--- src/rtl/mw_sr_driver.sv ---
// Control stage ahead of the magnetron SR latch: synchronises and debounces the
// front-panel inputs, runs the cooking-session FSM and emits one-cycle set/reset pulses.

module mw_sr_debounce #(
  parameter int unsigned DEBOUNCE_CYCLES = 4,
  parameter int unsigned CNT_W           = 3
) (
  input  logic clk,
  input  logic rst,
  input  logic din,
  output logic filt
);

  localparam logic [CNT_W-1:0] CNT_LAST = CNT_W'(DEBOUNCE_CYCLES - 1);

  logic             sync1;
  logic             sync2;
  logic [CNT_W-1:0] cnt;

  // Level is accepted once sync2 has disagreed with filt for DEBOUNCE_CYCLES edges in a row
  always_ff @(posedge clk) begin
    if (rst) begin
      sync1 <= 1'b0;
      sync2 <= 1'b0;
      filt  <= 1'b0;
      cnt   <= '0;
    end else begin
      sync1 <= din;
      sync2 <= sync1;
      if (sync2 == filt) begin
        cnt <= '0;
      end else if (cnt == CNT_LAST) begin
        filt <= sync2;
        cnt  <= '0;
      end else begin
        cnt <= cnt + 1'b1;
      end
    end
  end

endmodule

module mw_sr_driver #(
  parameter int unsigned DEBOUNCE_CYCLES = 4,
  parameter int unsigned CNT_W           = 3
) (
  input  logic       clk,
  input  logic       rst,
  input  logic       start,
  input  logic       stop,
  input  logic       door_open,
  input  logic       timer_zero,
  output logic       s,
  output logic       r,
  output logic [1:0] state,
  output logic       cooking
);

  localparam logic [1:0] ST_IDLE  = 2'd0;
  localparam logic [1:0] ST_COOK  = 2'd1;
  localparam logic [1:0] ST_PAUSE = 2'd2;
  localparam logic [1:0] ST_DONE  = 2'd3;

  logic filt_start, filt_start_d;
  logic filt_stop, filt_stop_d;
  logic door_sync1, door_sync2, door_d;
  logic start_evt, stop_evt, door_evt, start_ok;
  logic [1:0] state_nxt;
  logic s_nxt, r_nxt;

  mw_sr_debounce #(
    .DEBOUNCE_CYCLES(DEBOUNCE_CYCLES),
    .CNT_W          (CNT_W)
  ) u_db_start (
    .clk (clk),
    .rst (rst),
    .din (start),
    .filt(filt_start)
  );

  mw_sr_debounce #(
    .DEBOUNCE_CYCLES(DEBOUNCE_CYCLES),
    .CNT_W          (CNT_W)
  ) u_db_stop (
    .clk (clk),
    .rst (rst),
    .din (stop),
    .filt(filt_stop)
  );

  // Door is a safety input: synchronised only, never debounced
  always_ff @(posedge clk) begin
    if (rst) begin
      door_sync1   <= 1'b0;
      door_sync2   <= 1'b0;
      door_d       <= 1'b0;
      filt_start_d <= 1'b0;
      filt_stop_d  <= 1'b0;
    end else begin
      door_sync1   <= door_open;
      door_sync2   <= door_sync1;
      door_d       <= door_sync2;
      filt_start_d <= filt_start;
      filt_stop_d  <= filt_stop;
    end
  end

  assign start_evt = filt_start & ~filt_start_d;
  assign stop_evt  = filt_stop & ~filt_stop_d;
  assign door_evt  = door_sync2 & ~door_d;
  assign start_ok  = start_evt & ~door_sync2 & ~timer_zero;

  always_comb begin
    state_nxt = state;
    s_nxt     = 1'b0;
    r_nxt     = 1'b0;
    case (state)
      ST_IDLE: begin
        if (start_ok) begin
          state_nxt = ST_COOK;
          s_nxt     = 1'b1;
        end
      end
      ST_COOK: begin
        if (door_sync2 || stop_evt) begin
          state_nxt = ST_PAUSE;
          r_nxt     = 1'b1;
        end else if (timer_zero) begin
          state_nxt = ST_DONE;
          r_nxt     = 1'b1;
        end
      end
      ST_PAUSE: begin
        if (stop_evt) begin
          state_nxt = ST_IDLE;
          r_nxt     = 1'b1;
        end else if (start_ok) begin
          state_nxt = ST_COOK;
          s_nxt     = 1'b1;
        end
      end
      ST_DONE: begin
        if (stop_evt || door_evt) begin
          state_nxt = ST_IDLE;
        end
      end
    endcase
    // Reset always wins so the latch never sees s and r together
    if (r_nxt) begin
      s_nxt = 1'b0;
    end
  end

  always_ff @(posedge clk) begin
    if (rst) begin
      state   <= ST_IDLE;
      s       <= 1'b0;
      r       <= 1'b1;
      cooking <= 1'b0;
    end else begin
      state   <= state_nxt;
      s       <= s_nxt;
      r       <= r_nxt;
      cooking <= (state_nxt == ST_COOK);
    end
  end

endmodule

--- config.mk ---
export PLATFORM = sky130hd
export DESIGN_NAME = mw_sr_driver
export DESIGN_NICKNAME = d
export VERILOG_FILES = /design/src/rtl/mw_sr_driver.sv
export SDC_FILE = /design/constraint.sdc
export NUM_CORES = 1
export LEC_CHECK = 0
export CAP_MARGIN = 20
export CORE_MARGIN = 5
export CORE_UTILIZATION = 34
export CTS_BUF_LIST = sky130_fd_sc_hd__clkbuf_8
export DETAILED_ROUTE_END_ITERATION = 10
export GPL_ROUTABILITY_DRIVEN = 1
export HOLD_SLACK_MARGIN = 0.12
export SYNTH_ARGS = -nofsm -noshare
export SYNTH_HDL_FRONTEND = slang
export SYNTH_SLANG_ARGS = --single-unit
--- constraint.sdc ---
create_clock -name clk -period 3.8 [get_ports clk]
set_input_delay 0.57 -clock clk [delete_from_list [all_inputs] [get_ports clk]]
set_output_delay 0.57 -clock clk [all_outputs]
set_load 0.01 [all_outputs]
# [Word level (Yosys, flattened, before mapping)]
# Index checks and enable logic that the tools add are counted.
[word_totals] regBits=22 input_bits=6
[op_classes] addsub=2 eq_ne=8 n_mux=13 bitwise=12 n_reduce_logical=8
[op_table] op="$mux W2" n=5
[op_table] op="$pmux W2 S4" n=1
[op_table] op="$not A1 Y1" n=7
[op_table] op="$add A3 B1 Y3 const B" n=2
[op_table] op="$eq A3 B2 Y1 const B" n=2
[op_table] op="$reduce_or A3 Y1" n=2
[op_table] op="$and A1 B1 Y1" n=5
[op_table] op="$mux W1" n=5
[op_table] op="$eq A2 B1 Y1 const B" n=2
[op_table] op="$eq A2 B2 Y1 const B" n=2
[op_table] op="$pmux W1 S2" n=2
[op_table] op="$reduce_and A2 Y1" n=2
[op_table] op="$eq A1 B1 Y1" n=2
[op_table] op="$logic_not A2 Y1" n=1
[op_table] op="$logic_or A1 B1 Y1" n=2
[op_table] op="$reduce_or A2 Y1" n=1

# [Depth between registers and ports, before layout]
[logic_depth] word_depth=8 depth_mapped=6

# [Hierarchy]
# From an unflattened synthesis, not the netlist that was laid out.
[unflattened] hier_cells=81 hier_area_um2=893.4
[modules_own_cells] module="mw_sr_driver" instances=1 cells_per_inst=47 area_each_um2=470.5 seq_area_each_um2=200.2
[modules_own_cells] module="mw_sr_debounce" instances=2 cells_per_inst=17 area_each_um2=211.5 seq_area_each_um2=120.1

# [Worst setup path before layout]
# OpenSTA, ideal clock, no wires.
[synth_path] kind="input to register" startpoint="input port timer_zero" endpoint="register cooking" setup_ns=0.058 arrival_time_ns=1.441 setup_slack_ns=2.301 stages=3 n_path_buf=0 path_cell_list="or4b_4 -> o31ai_2 -> o22a_1"
[synth_between] elab_chain_len=6 word_cells_on_any_way=8 cone_classes="eq/ne (1); mux (5); bitwise (2)"
[synth_lines] element="from (decl)" line="52" rtl="input logic timer_zero,"
[synth_lines] element="$not A1 Y1" line="111" rtl="assign start_ok = start_evt & ~door_sync2 & ~timer_zero;"
[synth_lines] element="$and A1 B1 Y1" line="111"
[synth_lines] element="$mux W2" line="119, 137"
[synth_lines] element="$mux W2" line="134" rtl="if (stop_evt) begin"
[synth_lines] element="$pmux W2 S4 (*)" line="117" rtl="case (state)"
[synth_lines] element="$eq A2 B1 Y1 (*)" line="164" rtl="cooking <= (state_nxt == ST_COOK);"
[synth_lines] element="to (signal assigned)" line="164"
[synth_lines] element="to (decl)" line="56" rtl="output logic cooking"
# Every way passes the cells marked *; elsewhere a longest branch is shown, timed or not.
# A chain may end at the register's enable or synchronous reset.

==> impl_metrics.yaml <==
run_status:
  status: "finished, final reports clean"
timing:
  rsz0062_at_grt: "false"
  tns_ns: 0
  fin_crit_ns: 1.92
  timing.fmax_mhz: 520
  hold_viol_final: 0
  slew_viol_final: 0
  fin_worst_skew_ns: 0.00174
  worst_pin_slew_ns: 0.677
  hold_slack_ns: 0.421
  finalSetupViolCount: 0
  relSlewSlack: 0.547
  fin_crit_sh: 0.507
clock_tree:
  clock_latency_ns: 0.26
  cts_max_level: 1
  ctsRootBufferMaster: "clkbuf_8"
  cts_hold_buf: 0
  cts_tree: "yes"
  post-cts-setup-buffers: 0
  ctsResizeCount: 0
  path_clk_slew_ns: 0.07
  cts_sinks: 22
  cts_made_buffers: 3
  cts_buffer_depth: 2
final_layout:
  antenna_cells: 0
  layout_commonest_cell: "dfxtp_1"
  final_cell_mix: "22 x dfxtp_1, 10 x clkdlybuf4s50_1, 9 x nor2b_1, 9 x nor2_1, 8 x ha_1"
  utilization: 0.430
  drive_gt1_frac: 0.104
  finalNonFillerCells: 126
  multiInputGateArea_um2: 405
  fillCellCount: 252
  reg.largest.list: "u_db_start.cnt: 3 flops, u_db_stop.cnt: 3 flops, state: 2 flops"
  layout-area-overhead-vs-synth_pct: 20.9
  register_area_um2: 440
  nNetsFinal: 111
placement:
  place.gp.congestion: 0.848
  dpl.hpwl_um: 969
  dp.cells: 122
  io_buffers: 10
floorplanning:
  die_x_um: 60.9
  top_level_ports: 11
  initial_core_util: 0.356
  num_rows: 18
  core-area_um2: 2480
  die_h_um: 60.9
  die_area_um2: 3710
power:
  peakVddDrop_mv: 0.249
  power_leakage_nw: 0.408
  p_per_area_nw_per_um2: 392
synth:
  syn_area_um2: 881
  synth_area_leaders: "dfxtp_1 50%, ha_1 11%, nor2b_1 6.4%, nor2_1 3.8%, inv_1 3.0%"
  synth_top_area_cell: "dfxtp_1"
  avgSynthCellArea_um2: 10.5
  synthArstFlopShare: 0
  synth_flop_cell: "dfxtp_1"
  netlist.area_leader.share: 0.500
  synth_cell_types: 29
  syn_nets: 98
  synth-seq-cells: 22
  yosysWarnings: 0
  postSynthCellCount: 84
  synth_edf_count: 0
  seq_area_frac_synth: 0.500
worst_setup_path:
  startpoint_type: "input pin"
  cp_slowest_stage_delay_ns: 0.91
  critical_path_class: "input pin to register"
  cp.arrival_ns: 2.08
  worstPathRequired_ns: 3.95
  cp_slowest_cell: "clkdlybuf4s50_1"
  worstPathMaxFanout: 19
  critical_path.endpoint_type: "register"
  path_cells: "clkdlybuf4s50_1 -> nor3b_1 -> o211ai_1 -> o31ai_2 -> or2_1"
global_routing:
  grt.total_usage: 0.0885
  antenna_found_initial: 0
  grt_pass1_vias: 547
  grt_start_max_net_pins: 20
  grt_overflow: 0
  grt_pass1_wl_mm: 2.33
min_path:
  hp-class: "register to register"
drt:
  drt_drc_violations_left: 0
  vias: 589
  drt_iter0_markers: 9
  ant_nets: 0
  wl_per_cell_um: 10.5
  viasPerCell: 4.67
  firstDrtPassIters: 4
  drt_wl_total_mm: 1.32
run:
  max-cap-violations: 0
==> area by class of cell <==
cell class / count / area share
Sequential cell: 22 / 0.414
Multi-Input combinational cell: 53 / 0.381
Clock buffer: 4 / 0.0517
Timing Repair Buffer: 10 / 0.0940
Tap cell: 30 / 0.0353
Inverter: 7 / 0.0247
==> worst max-delay path, delay by kind of cell <==
family	cells	cell delay, ns
buf+inv	1	0.91
compound gates	2	0.24
simple gates	2	0.36
==> synthesized netlist by cell type, drive strengths merged (2+ instances only) <==
master,number
or3,2
nand2b,2
ha,8
nor2b,10
o22a,2
nand2,2
dfxtp,22
buf,2
nor2,9
inv,7
mux2i,2
a21oi,2
xnor2,2
==> per-layer routing <==
metal | up-vias | global-route usage | routed length [µm]
met4 | 0 | 0.0743 | 51
li1 | 302 | - | -
met1 | 272 | 0.0991 | 607
met2 | 10 | 0.133 | 598
met5 | - | 0 | 0
met3 | 5 | 0.0319 | 61
==> logic make-up (layout without fill, tap and decap cells) <==
logic type / Yosys count / after routing / synth area share
buffers and inverters: 9 / 21 / 0.0398
AOI/OAI and AO/OA: 11 / 11 / 0.109
adders and majority gates: 8 / 8 / 0.114
DFF: 22 / 22 / 0.500
and+or+nand+nor: 30 / 30 / 0.195
muxes: 2 / 2 / 0.0227
xor gates and xnor gates: 2 / 2 / 0.0199
==> power breakdown <==
part	internal [W]	switching (W)	leakage [nW]
Clock	0.0000923	0.0000728	0.0288
Combinational	0.00000917	0.00000675	0.200
Sequential	0.000235	0.00000172	0.179
==> metrics by stage <==
stage	setup slack [ns]	total power, W	instance area, µm²
after global placement	1.62	0.000258	1010
after detailed placement	1.58	0.000258	1010
after CTS	1.87	0.000426	1060
after floorplan	2.30	0.000250	881
after global routing	1.76	0.000437	1060
final	1.88	0.000418	1060
==> final timing paths <==
path	slack (ns)	end	cells after the start	startpoint
max reg2reg	2.30	state[0]	5	state[0]
max	1.88	state[0]	5	rst
min	0.42	u_db_stop.cnt[0]	1	u_db_stop.cnt[0]
min reg2reg	0.42	u_db_stop.cnt[0]	1	u_db_stop.cnt[0]
No activity file was read; power rests on OpenSTA's default activity.
